$ cat src/rtl/alu_op_sequencer_if.sv
// Operation request channel between a requester and the ALU op sequencer.
// The requester holds op_valid/op_funct; the sequencer answers with op_ready.
interface alu_op_sequencer_if;
  logic       op_valid;
  logic [5:0] op_funct;
  logic       op_ready;

  modport master (
    output op_valid,
    output op_funct,
    input  op_ready
  );

  modport slave (
    input  op_valid,
    input  op_funct,
    output op_ready
  );
endinterface

$ cat src/rtl/alu_op_sequencer.sv
// ALU op sequencer: turns one accepted funct into ALU/shifter/multiplier/HiLo controls.
// Latency 1 cycle (ALU ops) or WIDTH+1 cycles (MULTU); op_ready holds the requester off until IDLE.
module alu_op_sequencer #(
  parameter int         WIDTH    = 32,
  parameter logic [5:0] NOP_CODE = 6'b111110
) (
  input  logic                clk,
  input  logic                rst_n,
  input  logic                abort,
  alu_op_sequencer_if.slave   op,
  output logic [5:0]          alu_sel,
  output logic                mul_start,
  output logic                mul_step,
  output logic [5:0]          mul_count,
  output logic                hilo_we,
  output logic                res_valid,
  output logic                illegal,
  output logic                busy
);

  localparam int CW = (WIDTH > 1) ? $clog2(WIDTH) : 1;

  localparam logic [1:0] IDLE = 2'd0;
  localparam logic [1:0] EXEC = 2'd1;
  localparam logic [1:0] MUL  = 2'd2;
  localparam logic [1:0] HILO = 2'd3;

  localparam logic [5:0] F_AND   = 6'd36;
  localparam logic [5:0] F_OR    = 6'd37;
  localparam logic [5:0] F_ADD   = 6'd32;
  localparam logic [5:0] F_SUB   = 6'd34;
  localparam logic [5:0] F_SLT   = 6'd42;
  localparam logic [5:0] F_SLL   = 6'd0;
  localparam logic [5:0] F_MULTU = 6'd25;
  localparam logic [5:0] SEL_HILO = 6'b111111;

  localparam logic [CW-1:0] CNT_LAST = CW'(WIDTH - 1);

  logic [1:0]    state;
  logic [1:0]    state_nxt;
  logic [5:0]    funct_q;
  logic [CW-1:0] cnt;
  logic [CW-1:0] cnt_nxt;
  logic          illegal_q;
  logic          accept;
  logic          is_alu;
  logic          is_mul;

  assign op.op_ready = (state == IDLE) && !abort;
  assign accept      = op.op_valid && op.op_ready;

  always_comb begin
    is_alu = 1'b0;
    is_mul = 1'b0;
    case (op.op_funct)
      F_AND, F_OR, F_ADD, F_SUB, F_SLT, F_SLL: is_alu = 1'b1;
      F_MULTU:                                 is_mul = 1'b1;
      default: ;
    endcase
  end

  // abort overrides every transition; an accept can never coincide with it.
  always_comb begin
    state_nxt = state;
    cnt_nxt   = cnt;
    if (abort) begin
      state_nxt = IDLE;
      cnt_nxt   = '0;
    end else begin
      case (state)
        IDLE: begin
          if (accept && is_alu) begin
            state_nxt = EXEC;
          end else if (accept && is_mul) begin
            state_nxt = MUL;
            cnt_nxt   = '0;
          end
        end
        EXEC: state_nxt = IDLE;
        MUL: begin
          if (cnt == CNT_LAST) begin
            state_nxt = HILO;
            cnt_nxt   = '0;
          end else begin
            cnt_nxt = cnt + CW'(1);
          end
        end
        HILO:    state_nxt = IDLE;
        default: state_nxt = IDLE;
      endcase
    end
  end

  always_ff @(posedge clk or negedge rst_n) begin
    if (!rst_n) begin
      state     <= IDLE;
      cnt       <= '0;
      funct_q   <= '0;
      illegal_q <= 1'b0;
    end else begin
      state     <= state_nxt;
      cnt       <= cnt_nxt;
      illegal_q <= accept && !is_alu && !is_mul;
      if (accept) begin
        funct_q <= op.op_funct;
      end
    end
  end

  // Decoded outputs follow state, so an async reset drops them without an edge.
  always_comb begin
    alu_sel   = NOP_CODE;
    mul_start = 1'b0;
    mul_step  = 1'b0;
    hilo_we   = 1'b0;
    res_valid = 1'b0;
    case (state)
      EXEC: begin
        alu_sel   = funct_q;
        res_valid = 1'b1;
      end
      MUL: begin
        alu_sel   = F_MULTU;
        mul_step  = 1'b1;
        mul_start = (cnt == '0);
      end
      HILO: begin
        alu_sel   = SEL_HILO;
        hilo_we   = 1'b1;
        res_valid = 1'b1;
      end
      default: ;
    endcase
  end

  always_comb begin
    mul_count         = '0;
    mul_count[CW-1:0] = cnt;
  end

  assign illegal = illegal_q;
  assign busy    = (state != IDLE);

endmodule

$ cat src/flat_wrapper.sv
// flat-port wrapper written by rule: the top's interface ports become plain ports
module alu_op_sequencer_flat 
#(
  parameter int         WIDTH    = 32,
  parameter logic [5:0] NOP_CODE = 6'b111110
)
  (clk, rst_n, abort, alu_sel, mul_start, mul_step, mul_count, hilo_we, res_valid, illegal, busy, op_op_valid, op_op_funct, op_op_ready);
  alu_op_sequencer_if op_i ();
  input  logic clk;
  input  logic rst_n;
  input  logic abort;
  output logic [5:0] alu_sel;
  output logic mul_start;
  output logic mul_step;
  output logic [5:0] mul_count;
  output logic hilo_we;
  output logic res_valid;
  output logic illegal;
  output logic busy;
  input wire logic [$bits(op_i.op_valid)-1:0] op_op_valid;
  input wire logic [$bits(op_i.op_funct)-1:0] op_op_funct;
  output wire logic [$bits(op_i.op_ready)-1:0] op_op_ready;
  assign op_i.op_valid = op_op_valid;
  assign op_i.op_funct = op_op_funct;
  assign op_op_ready = op_i.op_ready;
  alu_op_sequencer #(.WIDTH(WIDTH), .NOP_CODE(NOP_CODE)) u_core (.clk(clk), .rst_n(rst_n), .abort(abort), .op(op_i), .alu_sel(alu_sel), .mul_start(mul_start), .mul_step(mul_step), .mul_count(mul_count), .hilo_we(hilo_we), .res_valid(res_valid), .illegal(illegal), .busy(busy));
endmodule
$ cat config.mk
export PLATFORM = sky130hd
export DESIGN_NAME = alu_op_sequencer_flat
export DESIGN_NICKNAME = d
export VERILOG_FILES = /design/src/rtl/alu_op_sequencer_if.sv /design/src/rtl/alu_op_sequencer.sv /design/src/flat_wrapper.sv
export SDC_FILE = /design/constraint.sdc
export NUM_CORES = 1
export LEC_CHECK = 0
export BUFFER_PORTS_ARGS = -buffer_cell sky130_fd_sc_hd__buf_2
export CORE_MARGIN = 2
export CORE_UTILIZATION = 51
export CTS_CLUSTER_SIZE = 14
export DETAILED_ROUTE_END_ITERATION = 7
export GPL_TIMING_DRIVEN = 0
export PLACE_DENSITY = 0.84
export SLEW_MARGIN = 20
export SYNTH_ARGS = -nofsm -noshare
export SYNTH_HDL_FRONTEND = slang
export SYNTH_SLANG_ARGS = --single-unit
export TNS_END_PERCENT = 1
$ cat constraint.sdc
create_clock -name clk -period 3.9 [get_ports clk]
set_input_delay 0.195 -clock clk [delete_from_list [all_inputs] [get_ports clk]]
set_output_delay 0.195 -clock clk [all_outputs]
set_load 0.01 [all_outputs]
* Word-level counts from Yosys, hierarchy flattened *
Index checks and enable logic that the tools add are counted.

storage, ports and cells
  bits in registers = 14

operators by class
  mux-type cells = 17
  add/subtract/negate cells = 1
  reductions and logical operators = 18
  equal/unequal tests = 14

operator list
  kind                                                             count
  6-bit == test, second input constant                             5
  5-bit 2-to-1 mux                                                 4
  6-bit case mux with 3 select lines                               1
  5-bit case mux with 2 select lines                               1
  2-bit 2-to-1 mux                                                 4
  6-bit by 5-bit == test with 1-bit output, second input constant  1
  1-bit logical AND                                                6
  6-bit logical NOT                                                1
  1-bit 2-to-1 mux                                                 6
  3-bit != test, second input constant                             2
  2-bit case mux with 3 select lines                               1
  6-bit OR reduction                                               1
  5-bit by 1-bit adder with 5-bit output, second input constant    1
  5-bit == test, second input constant                             1
  5-bit logical NOT                                                1
  2-bit == test, second input constant                             2
  4-bit != test, second input constant                             1
  1-bit logical NOT                                                3
  3-bit by 2-bit != test with 1-bit output, second input constant  1
  3-bit AND reduction                                              1
  3-bit nonzero test                                               1
  2-bit by 1-bit == test with 1-bit output, second input constant  1
  2-bit logical NOT                                                1
  2-bit AND reduction                                              1
  other kinds (2)                                                  2

* Depth between registers and ports, before layout *
Gate-level depths: netlist of run 1.

  depth in word-level cells = 8
  depth in mapped cells = 7
  depth with buffers taken out = 7

* Worst setup path after synthesis of run 1 *
No wires, ideal clock.

  path type = reg-to-reg
  start = reg u_core.cnt[0]
  end = reg u_core.cnt[3]
  buffers on the path = 0
  stages on the path, launching flop included = 8
  period minus slack after synthesis = 1.891 ns
  data arrival time = 1.815 ns
  slack = 2.009 ns
  cells stage by stage = dfrtp_1 ha_1 and3_1 ha_1 or4b_4 a31oi_1 o21ai_1 o21ai_1

on the way
  word-level cells in the longest chain between the ends = 4

ends and longest elaborated chain
  element                                                                  RTL line                                        RTL
  from (decl)                                                              alu_op_sequencer.sv:42                          logic [CW-1:0] cnt;
  from (signal assigned)                                                   alu_op_sequencer.sv:102                         cnt <= cnt_nxt;
  5-bit by 1-bit adder with 5-bit output or 5-bit == test (tied branches)  alu_op_sequencer.sv:85, alu_op_sequencer.sv:81
  5-bit 2-to-1 mux *                                                       alu_op_sequencer.sv:81                          if (cnt == CNT_LAST) begin
  5-bit case mux with 2 select lines *                                     alu_op_sequencer.sv:70                          case (state)
  5-bit 2-to-1 mux *                                                       alu_op_sequencer.sv:66                          if (abort) begin

Mark *: on every way between the ends. The rest lies on a longest branch, timed or not.
A chain may end at the register's enable or synchronous reset.

* Worst setup path after layout of run 1 *
Ends and elaborated chain as after synthesis.

==> results of run 1 <==
-- layout by cell type (no fill, tap or decap), types with 2 or more instances in the layout --
cell	Yosys	routed
a22oi_1	2	2
ha_1	3	3
clkbuf_4	0	3
o21ai_1	3	3
and2_1	2	2
a21oi_1	2	2
dfrtp_1	14	14
buf_2	1	27
nor2_1	10	10
mux2_2	3	3
o21ai_0	2	2
mux2_1	3	3
o22ai_1	2	2
nor3_1	3	3
inv_1	2	2
nor4bb_1	2	2
or2_2	3	3
nand2_1	6	6
-- how the worst max path moves through the flow --
stage | start | cells after the start | slack [ns] | to
6_report | u_core.cnt[0]$_DFFE_PN0P_ | 7 | 1.88 | u_core.cnt[3]$_DFFE_PN0P_
5_1_grt | u_core.cnt[1]$_DFFE_PN0P_ | 7 | 1.74 | u_core.cnt[3]$_DFFE_PN0P_
4_1_cts | u_core.cnt[0]$_DFFE_PN0P_ | 7 | 1.87 | u_core.cnt[3]$_DFFE_PN0P_
3_5_place_dp | u_core.cnt[0]$_DFFE_PN0P_ | 7 | 1.90 | u_core.cnt[3]$_DFFE_PN0P_
3_3_place_gp | u_core.cnt[0]$_DFFE_PN0P_ | 7 | 1.98 | u_core.cnt[3]$_DFFE_PN0P_
2_1_floorplan | u_core.cnt[0]$_DFFE_PN0P_ | 7 | 2.01 | u_core.cnt[3]$_DFFE_PN0P_
-- where the power goes --
group	leakage [nW]	total (mW)	switching, mW	internal [mW]
sequential	0.181	0.164	0.00671	0.157
combinational	0.307	0.0441	0.0228	0.0213
clock	0.0138	0.0800	0.0443	0.0357
total	0.502	0.288	0.0738	0.214
-- logic make-up (layout without fill, tap and decap cells) --
family,count (synthesis),after routing,synth area share
AOI/OAI and AO/OA,16,16,0.122
buffers and inverters,7,37,0.0473
muxes,6,6,0.0824
other,1,1,0.00458
DFF,14,14,0.427
adders and majority gates,3,3,0.0458
and+or+nand+nor,38,38,0.270
-- repair_timing --
item                                   in CTS  in global routing
hold buffers                                1                  0
endpoints found under the hold margin      14                  0
setup buffers                               0                  0
-- cell type report --
cell class	instances	area, um2	area share
multi-input cells	64	430	0.429
inverters	3	11.3	0.0112
flip-flops and latches	14	350	0.350
clock buffers	3	22.5	0.0225
plain buffers	4	27.5	0.0275
well taps	16	20.0	0.0200
repair buffers	27	140	0.140
-- registers in the layout, summed over array words and instances, names as in the netlist --
name and count:
u_core.cnt 5, u_core.funct_q 6, u_core.illegal 1, u_core.state 2
-- metal layers --
layer,GRT usage,up-vias,part of all wire
met5,0,-,0
met4,0.0727,0,0.0029
met3,0.0245,2,0.044
met2,0.356,23,0.50
met1,0.264,354,0.46
li1,-,362,-
==> flow_metrics.py, run 1 <==
metrics = {
    "run_status": {
        "outcome": "completed",
    },
    "detailed_routing": {
        "ant_nets": 0,
        "drc": 0,
        "drt_iter0_drc": 1,
        "routed_wl_um": 1730,
        "routed-via-count": 741,
        "via_per_inst": 5.66,
        "dr.pass1.iters": 2,
        "drt-wirelength-per-cell_um": 13.2,
    },
    "critical_path": {
        "ff2ff_path_depth": 7,
        "r2r_setup_slack_ns": 1.88,
        "end_kind": "register",
        "arrival_ns": 2.23,
        "critPathBufInv": 0,
        "r2r_start": "u_core.cnt[0]$_DFFE_PN0P_",
        "crit_required_ns": 4.10,
        "path_cells": "ha_1, and3_1, ha_1, or4b_4, a31oi_1, o21ai_1, o21ai_1",
        "critPathKind": "register to register",
        "cp-start-kind": "register",
        "path_max_fanout": 7,
        "cp_slowest_cell": "or4b_4",
        "crit_family": "simple AND/OR/NAND/NOR gates",
        "slowest_delay_ns": 0.51,
        "r2r_end": "u_core.cnt[3]$_DFFE_PN0P_",
    },
    "final_layout": {
        "fin_cells": 131,
        "nNetsFinal": 130,
        "area_growth_pct": 22.3,
        "drive_gt1_frac": 0.365,
        "final_area_um2": 1000,
        "utilization": 0.665,
        "insertedDiodeCount": 0,
        "nFillCells": 134,
    },
    "clock_tree": {
        "cts_resized": 0,
        "cts_tree": "done",
        "cts.sinks": 14,
        "cts_buffers": 3,
        "cts_root_buffer": "clkbuf_4",
        "cts_max_path_buffers": 2,
        "cts.htree.levels": 1,
        "clkLatencyLatePin_ns": 0.27,
        "cts.clk_slew.worst_paths_ns": 0.08,
    },
    "pwr": {
        "max-vdd-ir-drop_v": 0.000197,
        "leakage_nw": 0.502,
        "power_density_nw_per_um2": 287,
        "p_total_mw": 0.288,
    },
    "timing": {
        "setup_tns_ns": 0,
        "finalMaxSlewViolations": 0,
        "fin_crit_sh": 0.519,
        "period_needed_ns": 2.02,
        "hold_viol": 0,
        "skew_ns": 0.000739,
        "whs_ns": 0.187,
        "rsz0062_at_grt": "false",
        "fin_ws_ns": 1.88,
        "max_clock_freq_ghz": 0.494,
        "finalSetupViolCount": 0,
    },
    "grt": {
        "grt_pass1_wl_um": 2980,
        "grt_max_degree": 15,
        "grt_pass1_vias": 701,
        "overflow": 0,
        "antenna_found_initial": 0,
        "track_usage": 0.205,
    },
    "hold_path": {
        "hold_depth": 2,
        "holdPathEnd": "u_core.funct_q[3]$_DFFE_PN0P_",
        "hp-start": "op_op_funct[3]",
        "hold_class": "input pin to register",
    },
    "synth": {
        "seq_area_frac_synth": 0.427,
        "avgSynthCellArea_um2": 9.64,
        "synth_top_area_share": 0.427,
        "dominantRegCellSynth": "dfrtp_1",
        "syn_area_um2": 820,
        "postSynthCellCount": 85,
        "synth.ff_latch_count": 14,
        "synth_most_common_cell": "dfrtp_1",
        "yosysTopAreaCell": "dfrtp_1",
        "yosysWarnings": 0,
        "synth-edff-count": 0,
        "ys_async_sr_fraction": 1.00,
        "synth_common_cells": "dfrtp_1 (14), nor2_1 (10), nand2_1 (6)",
        "synth_cell_types": 39,
        "syn_nets": 98,
        "synth_area_leaders": "dfrtp_1 (43%), ha_1 (4.6%), nor2_1 (4.6%)",
    },
    "die": {
        "die_h_um": 44.1,
        "io_pins": 29,
        "start_util": 0.544,
        "num_rows": 14,
        "core_area_um2": 1510,
        "die_w_um": 44.1,
        "dieArea_um2": 1940,
    },
    "placement": {
        "dpl_cell_area_um2": 970,
        "gp_congestion": 0.813,
        "dp.cells": 127,
        "dp_slack_ns": 1.90,
        "dp_hpwl_um": 1360,
        "portBuffers": 26,
    },
    "run": {
        "maxCapViolations": 0,
    },
}
(Power assumes the default switching activity.)
==> run 2: changes to the inputs <==
--- a/config.mk
+++ b/config.mk
@@ -5,13 +5,14 @@
 export SDC_FILE = /design/constraint.sdc
 export NUM_CORES = 1
 export LEC_CHECK = 0
+export ABC_AREA = 1
 export BUFFER_PORTS_ARGS = -buffer_cell sky130_fd_sc_hd__buf_2
 export CORE_MARGIN = 2
-export CORE_UTILIZATION = 51
+export CORE_UTILIZATION = 49
 export CTS_CLUSTER_SIZE = 14
 export DETAILED_ROUTE_END_ITERATION = 7
 export GPL_TIMING_DRIVEN = 0
-export PLACE_DENSITY = 0.84
+export PLACE_DENSITY = 0.8
 export SLEW_MARGIN = 20
 export SYNTH_ARGS = -nofsm -noshare
 export SYNTH_HDL_FRONTEND = slang
==> constraint.sdc (replaced) <==
create_clock -name clk -period 1.9 [get_ports clk]
set_input_delay 0.095 -clock clk [delete_from_list [all_inputs] [get_ports clk]]
set_output_delay 0.095 -clock clk [all_outputs]
set_load 0.01 [all_outputs]
==> flow_metrics.py, run 2 <==
metrics = {
    "critical_path": {
        "critPathKind": "register to primary output",
        "path_cells": "buf_6, inv_1, nor2_1, nand3b_1, nor3_1, buf_2",
        "crit_required_ns": 1.80,
        "r2r_setup_slack_ns": 0.54,
        "crit_path_start": "u_core.state[1]$_DFFE_PN0P_",
        "setup.worst_path.end": "mul_start",
        "r2r_start": "u_core.cnt[0]$_DFFE_PN0P_",
        "arrival_ns": 1.47,
        "cp-start-kind": "register",
        "path_max_fanout": 8,
        "slowest_delay_ns": 0.35,
        "r2r_end": "u_core.state[0]$_DFFE_PN0P_",
        "ff2ff_path_depth": 6,
        "cp_slowest_cell": "dfrtp_1",
        "end_kind": "primary output",
    },
    "final_layout": {
        "reg_top3": "u_core.funct_q (6), u_core.cnt (5), u_core.state (2)",
        "drive_gt1_frac": 0.270,
        "mostFrequentLayoutCell": "nand2_1",
        "largest_reg_flops": 6,
        "nNetsFinal": 166,
        "area_growth_pct": 24.2,
        "layout_common_cells": "nand2_1 (39), buf_2 (27), nor2_1 (16), inv_1 (15), dfrtp_1 (14)",
        "fin_cells": 177,
        "insertedDiodeCount": 0,
        "top_register": "u_core.funct_q",
        "nFillCells": 167,
    },
    "pwr": {
        "power_density_nw_per_um2": 767,
        "p_total_mw": 0.837,
        "max-vdd-ir-drop_v": 0.000412,
        "leakage_nw": 0.634,
    },
    "synth": {
        "synth_most_common_cell": "nand2_1",
        "syn_nets": 133,
        "avgSynthCellArea_um2": 7.32,
        "postSynthCellCount": 120,
        "synth.ff_latch_count": 14,
        "yosysWarnings": 0,
        "syn_area_um2": 878,
        "synth_common_cells": "nand2_1 (39), nor2_1 (16), inv_1 (15)",
        "synth_area_leaders": "dfrtp_1 (40%), nand2_1 (17%), nor2_1 (6.8%)",
        "seq_area_frac_synth": 0.399,
        "synth_cell_types": 23,
        "ys_async_sr_fraction": 1.00,
        "synth_top_area_share": 0.399,
        "dominantRegCellSynth": "dfrtp_1",
        "yosysTopAreaCell": "dfrtp_1",
        "synth-edff-count": 0,
    },
    "timing": {
        "skew_ns": 0.00286,
        "period_needed_ns": 1.56,
        "fin_crit_sh": 0.822,
        "max_clock_freq_ghz": 0.641,
        "hold_viol": 0,
        "rsz0062_at_grt": "false",
        "setup_tns_ns": 0,
        "finalSetupViolCount": 0,
        "finalMaxSlewViolations": 0,
        "fin_ws_ns": 0.339,
    },
    "clock_tree": {
        "cts.sinks": 14,
        "cts_buffers": 3,
        "cts_max_path_buffers": 2,
        "cts.clk_slew.worst_paths_ns": 0.09,
        "cts.htree.levels": 1,
        "cts_tree": "done",
        "clkLatencyLatePin_ns": 0.28,
        "cts_root_buffer": "clkbuf_4",
    },
    "placement": {
        "gp_congestion": 0.822,
        "dp.cells": 172,
        "dp_hpwl_um": 1440,
        "portBuffers": 27,
        "dp_slack_ns": 0.540,
    },
    "grt": {
        "overflow": 0,
        "antenna_found_initial": 0,
        "track_usage": 0.190,
        "grt_pass1_vias": 726,
        "grt_max_degree": 15,
        "grt_pass1_wl_um": 2900,
    },
    "detailed_routing": {
        "wl_met1_um": 767,
        "routed_wl_um": 1760,
        "wl_met2_um": 896,
        "wl_met3_um": 73,
        "ant_nets": 0,
        "via_per_inst": 4.77,
        "maxUsedRoutingLayer": "met4",
        "drt_iter0_drc": 10,
        "routed-via-count": 844,
        "dr.pass1.iters": 4,
        "drt-wirelength-per-cell_um": 9.95,
        "drc": 0,
    },
    "die": {
        "die_w_um": 46.3,
        "io_pins": 29,
        "start_util": 0.514,
        "num_rows": 15,
        "die_h_um": 46.3,
        "dieArea_um2": 2150,
        "core_area_um2": 1710,
    },
    "run": {
        "maxCapViolations": 0,
    },
    "run_status": {
        "outcome": "completed",
    },
    "hold_path": {
        "hold_class": "input pin to register",
    },
}
## run 2: cell types whose count changed in the layout (fill, tap and decap cells not counted), moves of 6 or more
cell     delta
nor2_1      +6
inv_1      +13
nand2_1    +33
nand3_1     +9
## run 2: stage by stage
stage | util | instance area, um2 | hold WS, ns
floorplan | - | 878 | -0.201
global placement | 0.612 | 1040 | 0.0103
detailed placement | 0.612 | 1040 | 0.0150
CTS | 0.639 | 1090 | 0.0418
global route | 0.639 | 1090 | 0.0441
finish | 0.639 | 1090 | 0.0434
## run 2: power by group
group          internal (mW)  total [mW]  leakage [nW]  switching [mW]
clock network          0.116       0.214        0.0210          0.0977
registers              0.340       0.370         0.183          0.0295
logic                 0.0986       0.253         0.430           0.154
## run 2: kinds of logic (layout without fill, tap and decap cells)
family,Yosys count,after routing,share of synthesized area
xor+xnor,1,1,0.00997
flops,14,14,0.399
fa+ha+maj,3,3,0.0427
other cells,1,1,0.00427
compound gates,6,6,0.0385
buf+inv,20,52,0.104
simple gates,75,75,0.402
## run 2: worst max-delay path: cells and delay by family, from the launching register on
| kind | cells | cell delay [ns] |
|---|---|---|
| buffers and inverters | 3 | 0.37 |
| and+or+nand+nor | 3 | 0.46 |
| DFF | 1 | 0.35 |
## run 2: how the worst min path moves through the flow
stage	startpoint	to	slack, ns	cells after the start
final	op_op_funct[0]	u_core.funct_q[0]$_DFFE_PN0P_	0.04	3
after global routing	op_op_funct[0]	u_core.funct_q[0]$_DFFE_PN0P_	0.04	3
after CTS	op_op_funct[0]	u_core.funct_q[0]$_DFFE_PN0P_	0.04	3
after detailed placement	rst_n	u_core.cnt[3]$_DFFE_PN0P_	0.01	1
after global placement	rst_n	u_core.cnt[3]$_DFFE_PN0P_	0.01	1
after floorplan	rst_n	u_core.cnt[0]$_DFFE_PN0P_	-0.20	0
## run 2: cell type report
cell class	count	area, um2	area share
multi-input cells	86	437	0.400
flip-flops and latches	14	350	0.321
repair buffers	28	145	0.133
inverters	17	68.8	0.0631
clock buffers	4	36.3	0.0333
well taps	25	31.3	0.0287
plain buffers	3	22.5	0.0206
## run 2: metal layers
metal	track usage	up-vias
li1	-	435
met1	0.228	385
met2	0.325	20
met3	0.0353	4
met4	0.0857	0
met5	0	-
## run 2: what timing repair did
item,in CTS,in global routing
resized for setup,0,0
setup endpoints to repair,0,0
hold buffers,1,0
buffers inserted,0,0
hold endpoints to repair,14,0
==> run 3: changes to the inputs <==
--- a/config.mk
+++ b/config.mk
@@ -8,11 +8,11 @@
 export ABC_AREA = 1
 export BUFFER_PORTS_ARGS = -buffer_cell sky130_fd_sc_hd__buf_2
 export CORE_MARGIN = 2
-export CORE_UTILIZATION = 49
+export CORE_UTILIZATION = 44
 export CTS_CLUSTER_SIZE = 14
 export DETAILED_ROUTE_END_ITERATION = 7
 export GPL_TIMING_DRIVEN = 0
-export PLACE_DENSITY = 0.8
+export PLACE_DENSITY = 0.76
 export SLEW_MARGIN = 20
 export SYNTH_ARGS = -nofsm -noshare
 export SYNTH_HDL_FRONTEND = slang
==> constraint.sdc (replaced) <==
create_clock -name clk -period 1.31 [get_ports clk]
set_input_delay 0.0655 -clock clk [delete_from_list [all_inputs] [get_ports clk]]
set_output_delay 0.0655 -clock clk [all_outputs]
set_load 0.01 [all_outputs]
==> flow_metrics.py, run 3 (same netlist as run 2, synthesis figures left out) <==
metrics = {
    "placement": {
        "gp_congestion": 0.852,
        "portBuffers": 27,
        "dpl_cell_area_um2": 1050,
        "dp_hpwl_um": 1390,
    },
    "die": {
        "num_rows": 16,
        "start_util": 0.457,
        "dieArea_um2": 2370,
        "io_pins": 29,
        "die_w_um": 48.7,
        "core_area_um2": 1920,
        "die_h_um": 48.7,
    },
    "final_layout": {
        "final_area_um2": 1170,
        "largest_reg_flops": 6,
        "mostFrequentLayoutCell": "nand2_1",
        "area_growth_pct": 33.8,
        "layout_common_cells": "nand2_1 (38), buf_2 (26), inv_1 (14), nor2_1 (12), dfrtp_1 (12)",
        "nNetsFinal": 171,
        "drive_gt1_frac": 0.359,
        "insertedDiodeCount": 0,
        "utilization": 0.611,
        "reg_top3": "u_core.funct_q (6), u_core.cnt (5), u_core.state (2)",
        "top_register": "u_core.funct_q",
    },
    "detailed_routing": {
        "drt-wirelength-per-cell_um": 10.2,
        "drc": 0,
        "routed-via-count": 854,
        "maxUsedRoutingLayer": "met4",
        "routed_wl_um": 1860,
        "drt_iter0_drc": 11,
        "wl_met1_um": 797,
        "wl_met3_um": 74,
        "via_per_inst": 4.67,
        "ant_nets": 0,
        "dr.pass1.iters": 4,
        "wl_met2_um": 956,
    },
    "clock_tree": {
        "cts.sinks": 14,
        "cts.htree.levels": 1,
        "cts_root_buffer": "clkbuf_4",
        "cts.clk_slew.worst_paths_ns": 0.08,
        "cts_max_path_buffers": 2,
        "cts_buffers": 3,
        "clkLatencyLatePin_ns": 0.27,
        "cts_tree": "done",
    },
    "critical_path": {
        "slowest_delay_ns": 0.37,
        "r2r_setup_slack_ns": -0.01,
        "end_kind": "primary output",
        "path_cells": "buf_6, nor2_4, inv_4, nor2_8, buf_2",
        "arrival_ns": 1.31,
        "cp_slowest_cell": "dfrtp_1",
        "cp-start-kind": "register",
        "path_max_fanout": 4,
        "critPathKind": "register to primary output",
        "crit_required_ns": 1.24,
        "ff2ff_path_depth": 9,
    },
    "pwr": {
        "power_density_nw_per_um2": 1030,
        "leakage_nw": 0.653,
        "max-vdd-ir-drop_v": 0.000786,
    },
    "timing": {
        "period_needed_ns": 1.37,
        "fin_crit_sh": 1.05,
        "skew_ns": 0.00669,
        "hold_viol": 0,
        "max_clock_freq_ghz": 0.728,
        "fin_ws_ns": -0.0645,
        "finalSetupViolCount": 6,
        "finalMaxSlewViolations": 0,
        "rsz0062_at_grt": "true",
        "whs_ns": 0.0325,
    },
    "run_status": {
        "outcome": "finished, violations left",
        "violations": "negative setup slack",
    },
    "run": {
        "maxCapViolations": 0,
    },
    "grt": {
        "antenna_found_initial": 0,
        "grt_pass1_wl_um": 3180,
        "track_usage": 0.170,
        "grt_max_degree": 15,
        "grt_pass1_vias": 780,
        "overflow": 0,
    },
    "hold_path": {
        "hold_depth": 3,
        "hold_class": "input pin to register",
    },
}
==> run 3: routing by layer <==
layer,up-vias,GRT usage
met4,0,0.0714
met3,4,0.0185
met2,22,0.304
met5,-,0
met1,384,0.207
li1,444,-
==> run 3: final cells by class <==
class,instances,area [um2]
plain buffers,3,22.5
clock buffers,3,22.5
fillers,201,747
inverters,17,75.1
multi-input cells,86,475
flip-flops and latches,14,353
well taps,27,33.8
repair buffers,33,193
==> run 3: final timing paths <==
| check | startpoint | endpoint |
|---|---|---|
| worst max-delay path | u_core.state[1]$_DFFE_PN0P_ | op_op_ready |
| worst min-delay path | op_op_funct[0] | u_core.funct_q[0]$_DFFE_PN0P_ |
| worst max register to register | u_core.state[1]$_DFFE_PN0P_ | u_core.state[1]$_DFFE_PN0P_ |
| worst min register to register | u_core.funct_q[2]$_DFFE_PN0P_ | u_core.funct_q[2]$_DFFE_PN0P_ |
| max in group asynchronous | rst_n | u_core.state[0]$_DFFE_PN0P_ |
| min in group asynchronous | rst_n | u_core.cnt[2]$_DFFE_PN0P_ |
==> run 3: timing repair <==
action / in CTS / in global routing
hold buffers: 1 / 0
resized for setup: 5 / 12
hold endpoints to repair: 14 / 0
pin swaps: 3 / 3
setup buffers: 4 / 1
endpoints found under the setup margin: 9 / 17
==> run 3: per-stage QoR <==
step,TNS [ns],cells,power [mW],setup slack (ns)
after floorplan,0,120,0.779,0.0365
after global placement,-0.00315,174,0.905,-0.00299
after detailed placement,-0.0222,174,0.914,-0.0113
after CTS,-0.289,182,1.18,-0.164
after global routing,-1.13,183,1.31,-0.157
final,-0.146,183,1.21,-0.0645
==> run 3: critical path: cells and delay by family, from the launching register on <==
| family | cells | cell delay (ns) |
|---|---|---|
| flops | 1 | 0.37 |
| buf+inv | 3 | 0.35 |
| simple gates | 2 | 0.31 |
==> run 3: report_power, final <==
part	switching, mW	leakage, nW	internal (mW)
registers	0.0425	0.180	0.495
logic	0.256	0.459	0.189
clock network	0.124	0.0138	0.106
total	0.423	0.653	0.790
